[src/rtl/bs_seq_pkg.sv]
// Shared types and constants for the backscatter frame sequencer.
package bs_seq_pkg;

  typedef enum logic [2:0] {
    StIdle   = 3'd0,
    StPre    = 3'd1,
    StData   = 3'd2,
    StParity = 3'd3,
    StGap    = 3'd4
  } state_e;

  localparam logic [7:0] PREAMBLE_DEFAULT = 8'b1010_1011;

  // Tone select encoding on the FSK mux pin.
  localparam logic TONE_A = 1'b0;
  localparam logic TONE_B = 1'b1;

  function automatic logic tone_of(input logic sym);
    return sym ? TONE_B : TONE_A;
  endfunction

endpackage

[src/rtl/bs_bit_timer.sv]
// Cycle counter with clear and a runtime terminal count; bit_tick marks the last cycle.
module bs_bit_timer #(
  parameter int unsigned CNT_W = 4
) (
  input  logic             clk_2,
  input  logic             rst_n_in,
  input  logic             clear,
  input  logic [CNT_W-1:0] limit,
  output logic             bit_tick
);

  logic [CNT_W-1:0] cnt_q;

  assign bit_tick = (cnt_q == limit);

  // Count up, wrapping to 0 on terminal count or when cleared.
  always_ff @(posedge clk_2 or negedge rst_n_in) begin
    if (!rst_n_in) begin
      cnt_q <= '0;
    end else if (clear || bit_tick) begin
      cnt_q <= '0;
    end else begin
      cnt_q <= cnt_q + CNT_W'(1);
    end
  end

endmodule

[src/rtl/bs_frame_sequencer.sv]
// Backscatter frame sequencer: preamble, MSB-first payload, even parity, then gap.
module bs_frame_sequencer
  import bs_seq_pkg::*;
#(
  parameter int unsigned       DATA_W     = 16,
  parameter int unsigned       PRE_W      = 8,
  parameter logic [PRE_W-1:0]  PREAMBLE   = PREAMBLE_DEFAULT,
  parameter int unsigned       BIT_CYCLES = 4,
  parameter int unsigned       GAP_CYCLES = 16
) (
  input  logic              clk_2,
  input  logic              rst_n_in,
  input  logic              start_valid,
  input  logic [DATA_W-1:0] start_data,
  output logic              start_ready,
  input  logic              abort,
  output logic              sw_en,
  output logic              fsk_sel,
  output logic              tx_active,
  output logic              frame_done
);

  localparam int unsigned IDX_MAX = (PRE_W > DATA_W) ? PRE_W : DATA_W;
  localparam int unsigned IDX_W   = (IDX_MAX > 1) ? $clog2(IDX_MAX) : 1;
  localparam int unsigned CYC_MAX = (BIT_CYCLES > GAP_CYCLES) ? BIT_CYCLES : GAP_CYCLES;
  localparam int unsigned CNT_W   = (CYC_MAX > 1) ? $clog2(CYC_MAX) : 1;

  localparam logic [CNT_W-1:0] BIT_LIMIT = CNT_W'(BIT_CYCLES - 1);
  localparam logic [CNT_W-1:0] GAP_LIMIT = CNT_W'(GAP_CYCLES - 1);
  localparam logic [IDX_W-1:0] PRE_LAST  = IDX_W'(PRE_W - 1);
  localparam logic [IDX_W-1:0] DATA_LAST = IDX_W'(DATA_W - 1);

  state_e            state_q;
  logic [IDX_W-1:0]  bit_idx_q;
  logic [DATA_W-1:0] shreg_q;
  logic              parity_q;

  logic              bit_tick;
  logic              timer_clear;
  logic [CNT_W-1:0]  timer_limit;
  logic              pre_next;
  logic [DATA_W-1:0] shreg_shift;

  assign start_ready = (state_q == StIdle);
  // Abort clears the counter on the same edge that forces IDLE.
  assign timer_clear = (state_q == StIdle) || abort;
  assign timer_limit = (state_q == StGap) ? GAP_LIMIT : BIT_LIMIT;
  assign shreg_shift = shreg_q << 1;

  bs_bit_timer #(
    .CNT_W (CNT_W)
  ) u_bit_timer (
    .clk_2    (clk_2),
    .rst_n_in (rst_n_in),
    .clear    (timer_clear),
    .limit    (timer_limit),
    .bit_tick (bit_tick)
  );

  // Preamble bit that follows the one at bit_idx_q (MSB first).
  always_comb begin
    pre_next = 1'b0;
    for (int i = 0; i < int'(PRE_W) - 1; i++) begin
      if (int'(bit_idx_q) == i) pre_next = PREAMBLE[PRE_W-2-i];
    end
  end

  // Frame FSM with shift register, parity and registered pin outputs.
  always_ff @(posedge clk_2 or negedge rst_n_in) begin
    if (!rst_n_in) begin
      state_q    <= StIdle;
      bit_idx_q  <= '0;
      shreg_q    <= '0;
      parity_q   <= 1'b0;
      sw_en      <= 1'b0;
      fsk_sel    <= TONE_A;
      tx_active  <= 1'b0;
      frame_done <= 1'b0;
    end else begin
      frame_done <= 1'b0;
      if (state_q != StIdle && abort) begin
        state_q   <= StIdle;
        bit_idx_q <= '0;
        sw_en     <= 1'b0;
        fsk_sel   <= TONE_A;
        tx_active <= 1'b0;
      end else begin
        unique case (state_q)
          StIdle: begin
            if (start_valid) begin
              state_q   <= StPre;
              bit_idx_q <= '0;
              shreg_q   <= start_data;
              parity_q  <= ^start_data;
              sw_en     <= 1'b1;
              fsk_sel   <= tone_of(PREAMBLE[PRE_W-1]);
              tx_active <= 1'b1;
            end
          end
          StPre: begin
            if (bit_tick) begin
              if (bit_idx_q == PRE_LAST) begin
                state_q   <= StData;
                bit_idx_q <= '0;
                fsk_sel   <= tone_of(shreg_q[DATA_W-1]);
              end else begin
                bit_idx_q <= bit_idx_q + IDX_W'(1);
                fsk_sel   <= tone_of(pre_next);
              end
            end
          end
          StData: begin
            if (bit_tick) begin
              if (bit_idx_q == DATA_LAST) begin
                state_q   <= StParity;
                bit_idx_q <= '0;
                fsk_sel   <= tone_of(parity_q);
              end else begin
                bit_idx_q <= bit_idx_q + IDX_W'(1);
                shreg_q   <= shreg_shift;
                fsk_sel   <= tone_of(shreg_shift[DATA_W-1]);
              end
            end
          end
          StParity: begin
            if (bit_tick) begin
              state_q <= StGap;
              sw_en   <= 1'b0;
              fsk_sel <= TONE_A;
            end
          end
          StGap: begin
            if (bit_tick) begin
              state_q    <= StIdle;
              tx_active  <= 1'b0;
              frame_done <= 1'b1;
            end
          end
          default: state_q <= StIdle;
        endcase
      end
    end
  end

endmodule

[config.mk]
export PLATFORM = sky130hd
export DESIGN_NAME = bs_frame_sequencer
export DESIGN_NICKNAME = d
export VERILOG_FILES = /design/src/rtl/bs_seq_pkg.sv /design/src/rtl/bs_bit_timer.sv /design/src/rtl/bs_frame_sequencer.sv
export SDC_FILE = /design/constraint.sdc
export NUM_CORES = 1
export LEC_CHECK = 0
export ABC_AREA = 1
export ABC_CLOCK_PERIOD_IN_PS = 6080
export BUFFER_PORTS_ARGS = -buffer_cell sky130_fd_sc_hd__buf_4
export CORE_MARGIN = 3
export CORE_UTILIZATION = 55
export DETAILED_ROUTE_END_ITERATION = 10
export GPL_ROUTABILITY_DRIVEN = 0
export PLACE_DENSITY_LB_ADDON = 0.2
export SYNTH_ARGS = -nofsm -noshare
export SYNTH_HDL_FRONTEND = slang
export SYNTH_HIERARCHICAL = 1
export SYNTH_SLANG_ARGS = --single-unit
export TNS_END_PERCENT = 50
[constraint.sdc]
create_clock -name clk_2 -period 6.08 [get_ports clk_2]
set_clock_uncertainty 0.1 [all_clocks]
set_input_delay 0.304 -clock clk_2 [delete_from_list [all_inputs] [get_ports clk_2]]
set_output_delay 0.304 -clock clk_2 [all_outputs]
set_load 0.02 [all_outputs]
==> metrics.txt, run 1 <==
status=finished, final reports clean; DRT iter0 DRCs=117; vias in the first global route=1,894; TNS Setup=0 ps; PD cells=398 nW/um^2; Tcrit/Tclk final=47.6%; post-CTS sizing=0; DP Cell Count=412; Slew HR=32.1%; grt ovf=0; Required @ worst endpoint=6100 ps; synth warn=6; synthesized cell area=between 2000 and 2500 sq um; worst skew pair latency=roughly 280 ps; DRC viols=0; type of the worst min-delay path=in -> reg; die area=about 4900 sq um; fillers=~360; CTS root buffer=clkbuf_8; Overall Power=1.02 mW; CTS Buf Count=5; Hold Violations, Final=0; Sequential Area=801 sq um; commonest non-fill, non-tap cell in the layout=nand2_1; Cell variety after synth=25; Hold WS=189 ps; Placed Area=~2500 sq um; endpoints failing setup=0; number of H-tree levels=2; Post-CTS Setup Inserts=0; CTS Buffer Depth=2; # clock sinks=32; syn avg cell area=between 6 and 7 sq um; Starting Density=59.4%; ratio of cells with drive above 1 in the final layout=13.1%; FMAX=0.346 GHz; antenna cells=0; clock-pin slew on the worst setup and hold paths=roughly 60 ps; DP HPWL=3.49 mm; P_leak=1.44 nW; Top Layer Used=met4; Final nets=397; sequential area share after synthesis=35.5%; die height=70.0 um; highest-count cells in the layout ignoring fill and taps=126 x nand2_1, 54 x inv_1, 32 x dfrtp_1; I/O pin count=25; Area Growth Syn to Fin=13.9%; wire length on met3=161 um; largest net degree at the start of global routing=33; die width=approximately 70 um; crit path max fanout=32; Rows=22; area taken by multi-input logic gates=around 1200 sq um; WL final=4.52 mm; CP endpoint kind=flop; Startpoint Class=flop; RSZ-0062 raised after global routing=false; core area=between 3000 and 4000 sq um; Syn Inst Count=343; maximum capacitance violations=0; hold_buf cts=1; Vias=2,038; Slew Limit Fails=0; CTS tree=built; initial antenna violation count=0; DR WL met2=2.09 mm; Worst Tran Pin Value=1010 ps; Worst VDD drop=272 uV; synthesized flop and latch total=32; first-pass GRT wire length=8.07 mm; Port-buffer cells=24; Tmin final=2890 ps; crit path kind=reg -> reg; Finished Layout Cells=roughly 420; design area=2570 sq um; global-route usage over all layers=19.9%; vias per cell=4.84; per-cell routed wire length=about 11 um; Metal-1 WL=2.20 mm; crit path DAT=2910 ps; Post-DRT Antenna Nets=0; DR pass1 iterations=4
worst max-delay path: stages (launching register included):
cell	delay (ps)
dfrtp_1	430
inv_2	120
nand2_4	60
nor2_1	260
inv_1	70
nand2_1	60
nand2_1	50
nor2_1	90
nand2_1	80
inv_1	150
o21ai_0	190
nor3_4	860
o21ai_0	190
cell usage after synthesis:
| master | number | area share, % |
|---|---|---|
| o21a_1 | 3 | 1.0 |
| o21ai_2 | 1 | 0.39 |
| inv_1 | 54 | 9.0 |
| nor2_1 | 27 | 4.5 |
| nand2_1 | 126 | 21 |
| nor2_4 | 3 | 1.5 |
| buf_4 | 2 | 0.67 |
| a21oi_1 | 6 | 1.3 |
| xnor2_1 | 6 | 2.3 |
| buf_6 | 1 | 0.50 |
| xor2_1 | 6 | 2.3 |
| nand3_1 | 16 | 3.6 |
| clkbuf_1 | 2 | 0.33 |
| buf_2 | 1 | 0.22 |
| nand2_4 | 2 | 1.0 |
| dfrtp_1 | 32 | 36 |
| conb_1 | 1 | 0.17 |
| nor3_4 | 1 | 0.72 |
| ha_1 | 5 | 2.8 |
| nor2_2 | 3 | 0.83 |
| a21oi_2 | 2 | 0.78 |
| nand2_2 | 4 | 1.1 |
| inv_2 | 3 | 0.50 |
| o21ai_1 | 6 | 1.3 |
| o21ai_0 | 30 | 6.7 |
registers in the layout, summed over array words and instances, names as in the netlist:
name	flops
frame_done	1
state_q	3
sw_en	1
tx_active	1
u_bit_timer/cnt_q	4
parity_q	1
shreg_q	16
bit_idx_q	4
fsk_sel	1
cell type report:
type	count	area share, %
Inverter	57	8.33
Multi-Input combinational cell	251	47.2
Sequential cell	32	31.2
Tap cell	48	2.34
Timing Repair Buffer	25	7.41
Clock buffer	8	3.51
logic make-up (layout without fill, tap and decap cells):
kind of cell | after synthesis | after routing | synth area share [%]
AND/OR/NAND/NOR | 182 | 182 | 34.2
adder cells (fa/ha/maj) | 5 | 5 | 2.77
buffers and inverters | 63 | 90 | 11.2
flip-flops | 32 | 32 | 35.5
XOR/XNOR | 12 | 12 | 4.66
other | 1 | 4 | 0.166
AO/OA/AOI/OAI | 48 | 48 | 11.5
through the flow:
step                util (%)  setup WS (ps)
finish                  67.6           3190
global route            67.6           2800
CTS                     67.6           3200
detailed placement      65.0           3210
global placement        65.0           3320
floorplan                  -           3930
final timing paths:
| path | start | to | slack [ps] | cells after the start |
|---|---|---|---|---|
| setup / recovery | state_q[1]$_DFFE_PN0P_ | shreg_q[11]$_DFFE_PN0P_ | 3190 | 12 |
| setup reg to reg | state_q[1]$_DFFE_PN0P_ | shreg_q[11]$_DFFE_PN0P_ | 3190 | 12 |
| hold / removal | start_data[0] | shreg_q[0]$_DFFE_PN0P_ | 190 | 3 |
| max in group asynchronous | rst_n_in | frame_done$_DFF_PN0_ | 5200 | 2 |
| hold reg to reg | parity_q$_DFFE_PN0P_ | parity_q$_DFFE_PN0P_ | 390 | 2 |
| min in group asynchronous | rst_n_in | u_bit_timer/cnt_q[2]$_DFF_PN0_ | 390 | 2 |
per-layer routing:
metal | GRT usage (%) | vias to the layer above
li1 | - | 1091
met3 | 4.32 | 9
met1 | 26.6 | 912
met2 | 32.4 | 26
met4 | 5.53 | 0
met5 | 0 | -
power by group:
| part | switching [mW] | leakage [nW] | internal (mW) |
|---|---|---|---|
| combinational | 0.342 | 0.992 | 0.175 |
| sequential | 0.0419 | 0.406 | 0.296 |
| clock | 0.0736 | 0.0455 | 0.0921 |
| total | 0.458 | 1.44 | 0.563 |
No activity file was read; power rests on OpenSTA's default activity.
==> run 2: changes to the inputs <==
ABC_CLOCK_PERIOD_IN_PS = 2650   (was 6080)
CORE_UTILIZATION = 53   (was 55)
clock period = 2.65 ns   (was 6.08 ns; I/O delays follow)
==> run 2 against run 1 <==
Non-clock buffer count increased by 2. Clock-buffer cell count shrank 2. Register-to-register slack worse by 2900 ps. Final area grew 1.9%. Sequential power grew 130%. Worst setup slack worse by 2900 ps. Power up 140%. Core utilization decreased by 3.1 points. Sequential share of layout area shrank 0.60 points. Hold slack got worse by 160 ps. Critical path type unchanged. Critical endpoint is now shreg_q[8]$_DFFE_PN0P_.
==> metrics.txt, run 2 (synthesized netlist as in run 1, its figures left out) <==
Reg2Reg Setup Slack=290 ps (-2900 ps); endpoints failing setup=0 (unchanged); Tcrit/Tclk final=89.1% (+42 points); crit path kind=reg -> reg; global-route usage over all layers=19.7% (-0.19 points); worst skew pair latency=280 ps (about the same); P_leak=1.47 nW (+1.6%); clock-pin slew on the worst setup and hold paths=70 ps (about the same); design area=2620 sq um (+1.9%); antenna cells=0 (unchanged); # clock sinks=32 (unchanged); max reg flops=16 (unchanged); area taken by multi-input logic gates=1210 sq um (+0.21%); DRC viols=0 (unchanged); Area Growth Syn to Fin=16.1%; WL final=4.54 mm (+0.55%); Tmin final=2360 ps (-529 ps); Sequential Area=801 sq um (unchanged); Placement Setup Slack=252 ps (-2960 ps); Post-CTS Setup Inserts=0 (unchanged); commonest non-fill, non-tap cell in the layout=nand2_1; status=finished, final reports clean; I/O pin count=25 (unchanged); PD cells=949 nW/um^2 (+140%); highest-count cells in the layout ignoring fill and taps=126 x nand2_1, 54 x inv_1, 32 x dfrtp_1; TNS Setup=0 ps (unchanged); vias per cell=4.82 (-0.41%); per-cell routed wire length=10.7 um (-0.39%); Finished Layout Cells=425 (+0.95%); initial antenna violation count=0 (unchanged); crit path max fanout=32 (unchanged); biggest regs=shreg_q (16), bit_idx_q (4), u_bit_timer/cnt_q (4); vias in the first global route=1,949 (+2.9%); FMAX=0.423 GHz (+22%); core area=4060 sq um (+6.8%); Worst R2R Start=state_q[1]$_DFFE_PN0P_; ratio of cells with drive above 1 in the final layout=14.1% (+1.0 points); Rows=23 (+4.5%); CP endpoint kind=flop; die area=5070 sq um (+3.5%); Post-DRT Antenna Nets=0 (unchanged); Starting Density=55.6% (-3.8 points); setup ws final=288 ps (-2900 ps); Startpoint Class=flop; Worst VDD drop=569 uV (+110%); die height=71.2 um (+1.7%); CTS Buf Count=5 (unchanged); Required @ worst endpoint=2760 ps (-3340 ps); crit path DAT=2470 ps (-440 ps); CTS tree=built; worst reg2reg path endpoint=shreg_q[8]$_DFFE_PN0P_; first-pass GRT wire length=8.23 mm (+2.0%); RSZ-0062 raised after global routing=false; Reg2Reg Depth=14 (+2); Final nets=399 (+0.50%); CTS Buffer Depth=2 (unchanged); Hold Violations, Final=0 (unchanged); Slew Limit Fails=0 (unchanged); CTS root buffer=clkbuf_8; DP HPWL=3.43 mm (-1.8%); die width=71.2 um (+1.7%); Hold EP=shreg_q[0]$_DFFE_PN0P_; fillers=360 (-1.1%); DR pass1 iterations=4 (unchanged); DRT iter0 DRCs=128 (+9.4%); maximum capacitance violations=0 (unchanged); Placed Area=2500 sq um (+1.2%); Hold Startpoint=start_data[0]; Worst Hold Depth=3 (unchanged); type of the worst min-delay path=in -> reg; largest net degree at the start of global routing=33 (unchanged); number of H-tree levels=2 (unchanged); Port-buffer cells=24 (unchanged); Top reg by flops=shreg_q; DP Cell Count=416 (+0.97%); grt ovf=0 (unchanged); Vias=2,049 (+0.54%)
[run 2: cell count changes in the layout (fill, tap and decap cells not counted), sizes merged]
cell,before,now
bufinv,0,1
clkbuf,8,6
buf,24,26
clkinv,0,1
[run 2: power breakdown]
part,internal (mW),switching (mW)
combinational,0.442,0.804
sequential,0.679,0.101
clock,0.279,0.180
total,1.40,1.09
[run 2: how the worst max path moves through the flow]
stage / startpoint / end / slack, ps / cells past startpoint
after detailed placement: state_q[1]$_DFFE_PN0P_ / shreg_q[8]$_DFFE_PN0P_ / 250 / 14
after global routing: state_q[1]$_DFFE_PN0P_ / shreg_q[0]$_DFFE_PN0P_ / 30 / 14
after floorplan: state_q[1]$_DFFE_PN0P_ / shreg_q[0]$_DFFE_PN0P_ / 500 / 13
after global placement: state_q[1]$_DFFE_PN0P_ / shreg_q[8]$_DFFE_PN0P_ / 410 / 14
after CTS: state_q[1]$_DFFE_PN0P_ / shreg_q[8]$_DFFE_PN0P_ / 230 / 14
final: state_q[1]$_DFFE_PN0P_ / shreg_q[8]$_DFFE_PN0P_ / 290 / 14
[run 2: cell type report]
class	instances	area share (%)
Tap cell	50	2.39
Multi-Input combinational cell	251	46.4
Inverter	57	8.17
Sequential cell	32	30.6
Clock inverter	2	1.34
Clock buffer	6	2.77
Timing Repair Buffer	27	8.32
[run 2: what timing repair did]
item                       4_1_cts  5_1_grt
gates resized for setup          0        1
setup endpoints to repair        0       12
hold buffers                     1        0
hold endpoints to repair        32        0
[run 2: critical path: stages (launching register included)]
cell and delay [ps]:
dfrtp_1 440, inv_2 130, nand2_4 80, nor2_2 210, inv_1 70, nand2_1 60, nand2_1 60, nor2_1 120
nand2_1 90, inv_1 160, o21ai_0 180, nor3_4 220, buf_12 200, nor2_1 50, a21oi_1 120
[run 2: metal layers]
| metal | global-route usage (%) | vias up | wire length, um |
|---|---|---|---|
| met2 | 32.4 | 41 | 2150 |
| met4 | 3.76 | 0 | 32 |
| met1 | 27.3 | 905 | 2150 |
| met3 | 3.79 | 4 | 208 |
| li1 | - | 1099 | - |
| met5 | 0 | - | 0 |
[run 2: stage by stage]
step	util, %	hold slack, ps	power, mW
2_1_floorplan	-	-263	1.72
3_3_place_gp	61.5	-5.27	1.98
3_5_place_dp	61.5	8.73	2.02
4_1_cts	64.4	11.5	2.50
5_1_grt	64.5	69.7	2.71
6_report	64.5	24.5	2.48
